$ cat src/rtl/orb_reader.sv
// orb_reader
//   Reads one frame of 12-bit orbital words from the shared packet RAM and
//   shifts each word out MSB-first on a bit line with a per-bit strobe.
//   Words are visited in packet order using the same address mapping the
//   packer writes with: addr = (word << 1) + (packet << 5).
//
// Parameters
//   BIT_DIV : clk cycles each output bit is held (2..255)
//   RD_LAT  : RAM read latency, RE/RdAddr to RdData valid (1..3)
//   WORDS   : words per frame (64 packets x 16 words)
//
// Ports
//   clk     in   system clock
//   rst     in   asynchronous active-low reset
//   req     in   frame request, asynchronous level; rising edge starts a frame
//   SW      in   packer buffer select, asynchronous
//   RdData  in   RAM read data
//   RdAddr  out  RAM read address (bit 0 always 0)
//   RE      out  RAM read enable, one-cycle pulse per word
//   RdBank  out  bank being read, ~SW captured at frame start
//   oBit    out  serial data, MSB first, 0 between words and when idle
//   bitStr  out  one-cycle pulse on the first clk of every bit
//   busy    out  high from frame start until the last bit ends
//   done    out  one-cycle pulse after the last bit of the frame
module orb_reader #(
    parameter int BIT_DIV = 4,
    parameter int RD_LAT  = 1,
    parameter int WORDS   = 1024
) (
    input  logic        clk,
    input  logic        rst,
    input  logic        req,
    input  logic        SW,
    input  logic [11:0] RdData,
    output logic [10:0] RdAddr,
    output logic        RE,
    output logic        RdBank,
    output logic        oBit,
    output logic        bitStr,
    output logic        busy,
    output logic        done
);

    typedef enum logic [1:0] {IDLE, READ, WAIT, SHIFT} state_t;

    localparam logic [7:0] DIV_LAST = 8'(BIT_DIV - 1);
    localparam logic [1:0] LAT_LAST = 2'(RD_LAT - 1);
    localparam logic [9:0] W_LAST   = 10'(WORDS - 1);

    state_t      state;
    logic        req_p0, req_p1, req_p2;
    logic        sw_p0, sw_p1;
    logic        start;
    logic [9:0]  w;
    logic [9:0]  w_next;
    logic [3:0]  bcnt;
    logic [7:0]  div;
    logic [1:0]  lat;
    logic [10:0] shreg;   // bits still to be sent; bit 10 is the next one

    // Stage p0/p1: two-flop synchronisers; p2 holds the previous synced req
    always_ff @(posedge clk or negedge rst) begin
        if (!rst) begin
            req_p0 <= 1'b0;
            req_p1 <= 1'b0;
            req_p2 <= 1'b0;
            sw_p0  <= 1'b0;
            sw_p1  <= 1'b0;
        end else begin
            req_p0 <= req;
            req_p1 <= req_p0;
            req_p2 <= req_p1;
            sw_p0  <= SW;
            sw_p1  <= sw_p0;
        end
    end

    assign start  = req_p1 & ~req_p2;
    assign w_next = w + 10'd1;

    // Control FSM; all outputs are registered so RE lines up with the READ
    // state and oBit/bitStr line up with the SHIFT state.
    always_ff @(posedge clk or negedge rst) begin
        if (!rst) begin
            state  <= IDLE;
            w      <= '0;
            bcnt   <= '0;
            div    <= '0;
            lat    <= '0;
            shreg  <= '0;
            RdAddr <= '0;
            RE     <= 1'b0;
            RdBank <= 1'b0;
            oBit   <= 1'b0;
            bitStr <= 1'b0;
            busy   <= 1'b0;
            done   <= 1'b0;
        end else begin
            RE     <= 1'b0;
            bitStr <= 1'b0;
            done   <= 1'b0;
            case (state)
                IDLE: begin
                    // A start edge seen while busy never reaches here.
                    if (start) begin
                        RdBank <= ~sw_p1;
                        w      <= '0;
                        RdAddr <= '0;
                        RE     <= 1'b1;
                        busy   <= 1'b1;
                        state  <= READ;
                    end
                end
                READ: begin
                    lat   <= '0;
                    state <= WAIT;
                end
                WAIT: begin
                    // Last WAIT cycle is RD_LAT cycles after RE: data valid now.
                    if (lat == LAT_LAST) begin
                        shreg  <= RdData[10:0];
                        oBit   <= RdData[11];
                        bitStr <= 1'b1;
                        div    <= '0;
                        bcnt   <= '0;
                        state  <= SHIFT;
                    end else begin
                        lat <= lat + 2'd1;
                    end
                end
                SHIFT: begin
                    if (div != DIV_LAST) begin
                        div <= div + 8'd1;
                    end else begin
                        div <= '0;
                        if (bcnt != 4'd11) begin
                            bcnt   <= bcnt + 4'd1;
                            oBit   <= shreg[10];
                            shreg  <= {shreg[9:0], 1'b0};
                            bitStr <= 1'b1;
                        end else begin
                            oBit <= 1'b0;
                            bcnt <= '0;
                            if (w == W_LAST) begin
                                done  <= 1'b1;
                                busy  <= 1'b0;
                                state <= IDLE;
                            end else begin
                                w      <= w_next;
                                RdAddr <= {w_next, 1'b0};
                                RE     <= 1'b1;
                                state  <= READ;
                            end
                        end
                    end
                end
                default: state <= IDLE;
            endcase
        end
    end

endmodule

$ cat config.mk
export PLATFORM = sky130hd
export DESIGN_NAME = orb_reader
export DESIGN_NICKNAME = d
export VERILOG_FILES = /design/src/rtl/orb_reader.sv
export SDC_FILE = /design/constraint.sdc
export NUM_CORES = 1
export LEC_CHECK = 0
export ABC_AREA = 1
export CORE_ASPECT_RATIO = 0.5
export CORE_MARGIN = 2
export CORE_UTILIZATION = 35
export CTS_BUF_LIST = sky130_fd_sc_hd__clkbuf_16
export CTS_CLUSTER_DIAMETER = 100
export DETAILED_ROUTE_END_ITERATION = 8
export GPL_TIMING_DRIVEN = 0
export HOLD_SLACK_MARGIN = 0.06
export SYNTH_ARGS = -nofsm -noshare
export SYNTH_HDL_FRONTEND = slang
export SYNTH_SLANG_ARGS = --single-unit
$ cat constraint.sdc
create_clock -name clk -period 2.1 [get_ports clk]
set_clock_uncertainty 0.1 [all_clocks]
set_input_delay 0.21 -clock clk [delete_from_list [all_inputs] [get_ports clk]]
set_output_delay 0.21 -clock clk [all_outputs]
set_load 0.01 [all_outputs]
# Word level (Yosys, flattened, before mapping)
# Cells that the tools add are included.
# totals
ff_bits	59
latch_bits	0
ram_bits	0
mem_bits_ro	0
input_bits	16
out_inout_bits	17
n_memories	0
# classes
addsub	4
n_mul	0
div	0
magnitude_cmp	0
n_eq_ne	14
shifts	0
n_mux	51
n_bitwise	3
n_reduce_logical	13
# ops
cell	n
two-way mux 11 bit	7
case mux 11 bit (2 select lines)	2
two-way mux 10 bit	4
case mux 10 bit (2 select lines)	1
two-way mux 1 bit	19
two-way mux 8 bit	2
inequality test 2 bit, second input constant	8
case mux 8 bit (2 select lines)	1
two-way mux 4 bit	3
adder 10 x 1 -> 10 bit, second input constant	1
equality test 10 bit, second input constant	1
two-way mux 2 bit	5
AND reduction 5 bit	2
adder 8 x 1 -> 8 bit, second input constant	1
inequality test 8 x 2 -> 1 bit, second input constant	1
case mux 1 bit (2 select lines)	4
case mux 2 bit (4 select lines)	1
case mux 4 bit (2 select lines)	1
AND reduction 4 bit	2
AND reduction 2 bit	3
nonzero test 2 bit	3
adder 4 x 1 -> 4 bit, second input constant	1
equality test 2 bit, second input constant	2
zero test 2 bit	2
7 further kinds	8

# Longest topological paths before layout
# Gate-level depths: netlist (run 1).
# depth
depth_word	5
mapped_depth	10
depth_no_buf	9

# Worst setup path after synthesis (run 1)
# OpenSTA, ideal clock, no wires.
# synth_path
path_kind	reg2reg
startpoint	reg state[0]
endpoint	reg shreg[10]
setup_time_ns	0.117
t_arrival_ns	1.435
t_required_ns	1.883
slack_ns	0.448
stages_incl_launch_ff	10
path_buffers	1
synth_period_minus_slack_ns	1.652
path_cell_list	dfrtp_1 -> inv_1 -> ha_1 -> nand2_1 -> o21ai_4 -> nor2_8 -> nand2_2 -> buf_6 -> nand2_1 -> nand2_1
# synth_via
elab_chain_cells	3
word_cells_on_any_way	8
cone_classes	eq/ne: 5; mux: 1; reduce/logical: 2
# synth_rtl
item	line_no	rtl
start, declared	50	state_t state;
start signal, assigned	85	state <= IDLE;
start signal, assigned	111	state <= READ;
start signal, assigned	116	state <= WAIT;
equality test 2 bit	102	case (state)
inequality test 2 bit (no source line) or nonzero test 2 bit (tied branches)	--	
AND reduction 4 bit (no source line)	--	
end signal, assigned	121	shreg <= RdData[10:0];
end signal, assigned	139	shreg <= {shreg[9:0], 1'b0};
end, declared	59	logic [10:0] shreg;
# Several ways; a longest one is shown, not always the timed one.
# A chain may end at the register's enable or synchronous reset.

# Final worst setup path (run 1)
# layout_path
startpoint	reg state[0]
endpoint	reg shreg[9]
# Same word-level chain as after synthesis.

==> results.json, run 1 <==
{
  "run_status": "finished clean",
  "yosys_register_bits": 48,
  "portBuffers": 31,
  "route.vias.total": 2252,
  "cts_sinks": 48,
  "arrival_ps": 1980,
  "powerDensity_mw_per_mm2": 1170,
  "synth.area.top_cells": "dfrtp_1 45%, nand2_1 20%, nand3_1 5.6%, nor2_1 5.2%, ha_1 3.8%",
  "grt_pass1_vias": 2095,
  "start_util_pct": 36.3,
  "crit_start": "state[0]",
  "synthAdderAreaFrac_pct": 3.75,
  "num_antenna_cells": 0,
  "drc_errors": 0,
  "min-delay-start": "sw_p0",
  "final_nets": 414,
  "synth_top_family_by_area": "simple AND/OR/NAND/NOR gates",
  "insertion_delay_ps": 290,
  "h-tree-depth": 2,
  "synth.area.mux_share_pct": 0,
  "grt_pass1_wl_mm": 9.83,
  "routabilityCongestion": 0.827,
  "synth-xor-area-share_pct": 0.985,
  "rows": 22,
  "rsz0062_at_grt": "no",
  "hold_slack_ps": 248,
  "fin_crit_sh_pct": 90.3,
  "die_height_um": 65.7,
  "place_hpwl_mm": 4.23,
  "netlist_instances": 350,
  "post_cts_buffers": 0,
  "path_class": "reg2reg",
  "critPathRequiredTime_ps": 2180,
  "yosys_warnings": 0,
  "coreArea_mm2": 0.00735,
  "ant_nets": 0,
  "dp.cells": 478,
  "ys_seq_area_share_pct": 45.0,
  "cts_root_buf": "clkbuf_16",
  "cp_max_fo": 10,
  "grt_antenna_before_repair": 0,
  "cap_violations": 0,
  "synth_top_area_share_pct": 45.0,
  "synthesis.area_mm2": 0.00267,
  "cts_max_path_buffers": 2,
  "finalSetupViolations": 0,
  "yosys.area_share.simple_pct": 38.9,
  "die_width_um": 127,
  "finalNonFillerCells": 487,
  "wl_mm": 5.66,
  "drive_gt1_share_pct": 9.21,
  "slew_headroom_pct": 61.9,
  "seq_area_mm2": 0.00120,
  "worst_slew_pin_slew_ps": 571,
  "fmax_mhz": 527,
  "cts_buffers": 5,
  "clk_pin_slew_ps": 60,
  "avgViaCountPerCell": 4.62,
  "ys_types": 33,
  "tns_ps": 0,
  "start_kind": "register",
  "first_pass_iters": 4,
  "syn_to_final_growth_pct": 22.4,
  "grt_overflow": 0,
  "grt_max_degree": 26,
  "die_area_mm2": 0.00838,
  "finalHoldViolations": 0,
  "crit_path_end_kind": "register",
  "fillers": 745,
  "drt_iter0_drc": 137,
  "synth_compound_area_share_pct": 4.88,
  "syn_nets": 374,
  "avgSynthCellArea_um2": 7.62,
  "wl_per_cell_um": 11.6,
  "ios": 33,
  "grt_usage_pct": 15.2,
  "drv_slew": 0,
  "yosys.area.top_type": "dfrtp_1",
  "static-leakage-power_nw": 1.58,
  "min_path_type": "reg2reg",
  "cts_tree": "built",
  "multi_input_area_mm2": 0.00130,
  "r2r_start": "state[0]",
  "peakVddDrop_mv": 0.434,
  "fin_crit_ps": 1900
}
[cells in the mapped netlist (all sizes together)]
cell type and n:
nand2 151, dfrtp 48, nor2 43, nand3 32
inv 25, a21oi 9, ha 8, o21ai 8
nor3 6, buf 5, clkbuf 4, nand4 2
o21a 2, xor2 2, a22o 1, clkinv 1
conb 1, o22ai 1, xnor2 1
[metal layers]
layer	GRT usage [%]	vias to the layer above	wire, um
met5	0	-	0
met4	4.95	0	75
met3	3.99	7	223
met2	24.1	29	2480
met1	20.3	1040	2880
li1	-	1176	-
[through the flow]
step           worst slack [ps]  area (um2)  utilization (%)  total power, W
3_5_place_dp                199        3110             42.4         0.00308
4_1_cts                     187        3260             44.4         0.00387
3_3_place_gp               -700        3100             42.2         0.00306
5_1_grt                    11.7        3270             44.4         0.00418
6_report                    204        3270             44.4         0.00382
2_1_floorplan               448        2670                -         0.00257
[state kept, by name, summed over array words and instances (netlist names), 2 cells and up]
register and flops:
div 8, shreg 11, state 2, bcnt 4
RdAddr 10, lat 2
[worst max-delay path: stages (launching register included)]
cell     delay [ps]
dfrtp_1         420
inv_1           100
ha_1            260
nand2_1         200
o21ai_4         160
nor2_8          210
nand2_2          80
buf_6           150
nand2_1          50
nand2_1          50
[power breakdown]
| group | internal [W] | switching, W |
|---|---|---|
| clock network | 0.000433 | 0.000341 |
| logic | 0.000648 | 0.00108 |
| registers | 0.00115 | 0.000163 |
| total | 0.00223 | 0.00158 |
[cell type report]
class                   instances  area share (%)
clock buffers                   5            3.83
multi-input cells             267            39.8
flip-flops and latches         48            36.8
repair buffers                 33            10.3
clock inverters                 3           0.460
inverters                      26            2.99
plain buffers                   9            2.18
well taps                      96            3.68
[cell families (layout without fill, tap and decap cells)]
| group | after synthesis | in the layout |
|---|---|---|
| and+or+nand+nor | 234 | 234 |
| AOI/OAI and AO/OA | 21 | 21 |
| xor gates and xnor gates | 3 | 3 |
| adders and majority gates | 8 | 8 |
| buffers and inverters | 35 | 76 |
| other | 1 | 1 |
| DFF | 48 | 48 |
[cell usage in the layout (no fill, tap or decap), drive strengths merged]
| cell | count |
|---|---|
| a21oi | 9 |
| conb | 1 |
| dlygate4sd3 | 1 |
| nand3 | 32 |
| nor2 | 43 |
| clkbuf | 9 |
| clkinv | 2 |
| o21ai | 8 |
| nand4 | 2 |
| dfrtp | 48 |
| inv | 26 |
| clkdlybuf4s50 | 30 |
| ha | 8 |
| o22ai | 1 |
| xnor2 | 1 |
| buf | 7 |
| a22o | 1 |
| o21a | 2 |
| nor3 | 6 |
| nand2 | 151 |
| clkinvlp | 1 |
| xor2 | 2 |
[timing repair]
item,in CTS,in global routing
gates resized for setup,0,1
hold buffers,1,0
endpoints found under the hold margin,23,0
endpoints found under the setup margin,0,3
[path summary, 6_finish.rpt]
path	endpoint	slack, ps	cells after the start
setup / recovery	shreg[9]	200	9
hold / removal	sw_p1	250	0
setup reg to reg	shreg[9]	200	9
hold reg to reg	sw_p1	250	0
max in group asynchronous	RdAddr[5]	1030	3
min in group asynchronous	req_p0	350	2
(Power assumes the default switching activity.)
==> run 2, diff against run 1 <==
clock period = 2.2 ns   (was 2.1 ns; I/O delays follow)
==> run 2 against run 1 <==
Against the previous run: worst setup slack better by 98 ps; largest cell class unchanged; critical path depth stayed put; largest power group unchanged; die area stayed put; core utilization hardly changed; critical path type unchanged; global-route usage stayed put.
==> results.json, run 2 (synthesis results as in run 1) <==
{
  "reg2reg_slack_ps": 300,
  "rsz0062_at_grt": "no",
  "critPathRequiredTime_ps": 2280,
  "top_register": "shreg",
  "grt_antenna_before_repair": 0,
  "cts_buffers": 5,
  "static-leakage-power_nw": 1.58,
  "crit_path_end_kind": "register",
  "grt_max_degree": 26,
  "peakVddDrop_mv": 0.413,
  "layout_common_cells": "145 x nand2_1, 48 x dfrtp_1, 37 x nor2_1",
  "finalSetupViolations": 0,
  "fmax_mhz": 527,
  "slew_headroom_pct": 61.6,
  "coreArea_mm2": 0.00735,
  "wl_per_cell_um": 11.6,
  "ant_nets": 0,
  "h-tree-depth": 2,
  "largest_reg_flops": 11,
  "drt_iter0_drc": 137,
  "place_hpwl_mm": 4.23,
  "p_seq_share_pct": 34.5,
  "rows": 22,
  "finalHoldViolations": 0,
  "cp_max_fo": 10,
  "drc_errors": 0,
  "min_path_type": "reg2reg",
  "grt_overflow": 0,
  "cts_max_path_buffers": 2,
  "grt_usage_pct": 15.2,
  "ios": 33,
  "cap_violations": 0,
  "cts_tree": "built",
  "reg_top3": "shreg (11), RdAddr (10), div (8)",
  "wl_mm": 5.67,
  "dpl_cell_area_mm2": 0.00311,
  "avgViaCountPerCell": 4.63,
  "die_height_um": 65.7,
  "first_pass_iters": 4,
  "worst_slew_pin_slew_ps": 576,
  "run_status": "finished clean",
  "crit_start": "state[0]",
  "cts_root_buf": "clkbuf_16",
  "final_common_cell": "nand2_1",
  "cts_sinks": 48,
  "tns_ps": 0,
  "grt_pass1_vias": 2095,
  "powerDensity_mw_per_mm2": 1120,
  "drv_slew": 0,
  "path_class": "reg2reg",
  "die_width_um": 127,
  "r2r_cells": 9,
  "arrival_ps": 1980,
  "swShare_pct": 41.5,
  "insertion_delay_ps": 290,
  "route.vias.total": 2253,
  "routabilityCongestion": 0.827,
  "fin_area_mm2": 0.00326,
  "fillers": 746,
  "pwr-share-clk_pct": 20.3,
  "grt_pass1_wl_mm": 9.83,
  "clk_pin_slew_ps": 60,
  "post_cts_buffers": 0,
  "internal-power_w": 0.00213,
  "p_sw_w": 0.00151,
  "r2r_end": "shreg[9]",
  "comb_power_share_pct": 45.2,
  "r2r_start": "state[0]",
  "fin_crit_ps": 1900,
  "die_area_mm2": 0.00838,
  "syn_to_final_growth_pct": 22.3,
  "setup.worst_path.end": "shreg[9]",
  "start_util_pct": 36.3,
  "drive_gt1_share_pct": 8.95,
  "portBuffers": 31,
  "num_antenna_cells": 0,
  "final_nets": 414,
  "fin_crit_sh_pct": 86.3,
  "start_kind": "register"
}
run 2: cell count changes in the layout (fill, tap and decap cells not counted):
cell,change
nor2_1,+1
nor2_2,-1
run 2: area by class of cell:
class | instances | area, um2 | share of cell area [%]
well taps | 96 | 120 | 3.68
clock buffers | 5 | 125 | 3.83
plain buffers | 9 | 71.3 | 2.19
flip-flops and latches | 48 | 1200 | 36.8
clock inverters | 3 | 15.0 | 0.460
repair buffers | 33 | 335 | 10.3
multi-input cells | 267 | 1300 | 39.8
inverters | 26 | 97.6 | 2.99
run 2: through the flow:
step           setup slack (ps)  std cells  utilization, %  power [W]  hold WS [ps]
2_1_floorplan               548        350               -    0.00246          -176
3_3_place_gp               -610        477            42.2    0.00292           233
3_5_place_dp                299        478            42.4    0.00294           161
4_1_cts                     287        487            44.4    0.00369           250
5_1_grt                    63.0        487            44.4    0.00399           259
6_report                    302        487            44.4    0.00364           248
run 2: worst min-delay path by stage:
stage	startpoint	endpoint	slack [ps]	depth (start not counted)
2_1_floorplan	rst	RE	-180	0
3_3_place_gp	sw_p0	sw_p1	230	0
3_5_place_dp	rst	req_p0	160	1
4_1_cts	sw_p0	sw_p1	250	0
5_1_grt	SW	sw_p0	260	1
6_report	sw_p0	sw_p1	250	0
run 2: routing by layer:
metal,track usage [%],wire [um],vias to the layer above
met2,24.1,2480,32
met1,20.3,2880,1038
met3,3.99,236,8
met4,4.95,76,0
met5,0,0,-
li1,-,-,1175
run 2: worst max-delay path: stages, from the launching register on:
cell and delay, ps:
dfrtp_1 420, inv_1 100, ha_1 270, nand2_1 200
o21ai_4 160, nor2_8 220, nand2_2 80, buf_6 150
nand2_1 60, nand2_1 50
run 2: power groups by stage:
stage | sequential [W] | combinational, W | clock, W
after floorplan | 0.00126 | 0.00120 | 0
after detailed placement | 0.00127 | 0.00167 | 0
after global placement | 0.00127 | 0.00165 | 0
final | 0.00126 | 0.00165 | 0.000739
after CTS | 0.00126 | 0.00167 | 0.000763
after global routing | 0.00129 | 0.00189 | 0.000805
run 2: repair_timing:
item,in CTS,in global routing
hold endpoints to repair,23,0
resized for setup,0,0
hold buffers,1,0
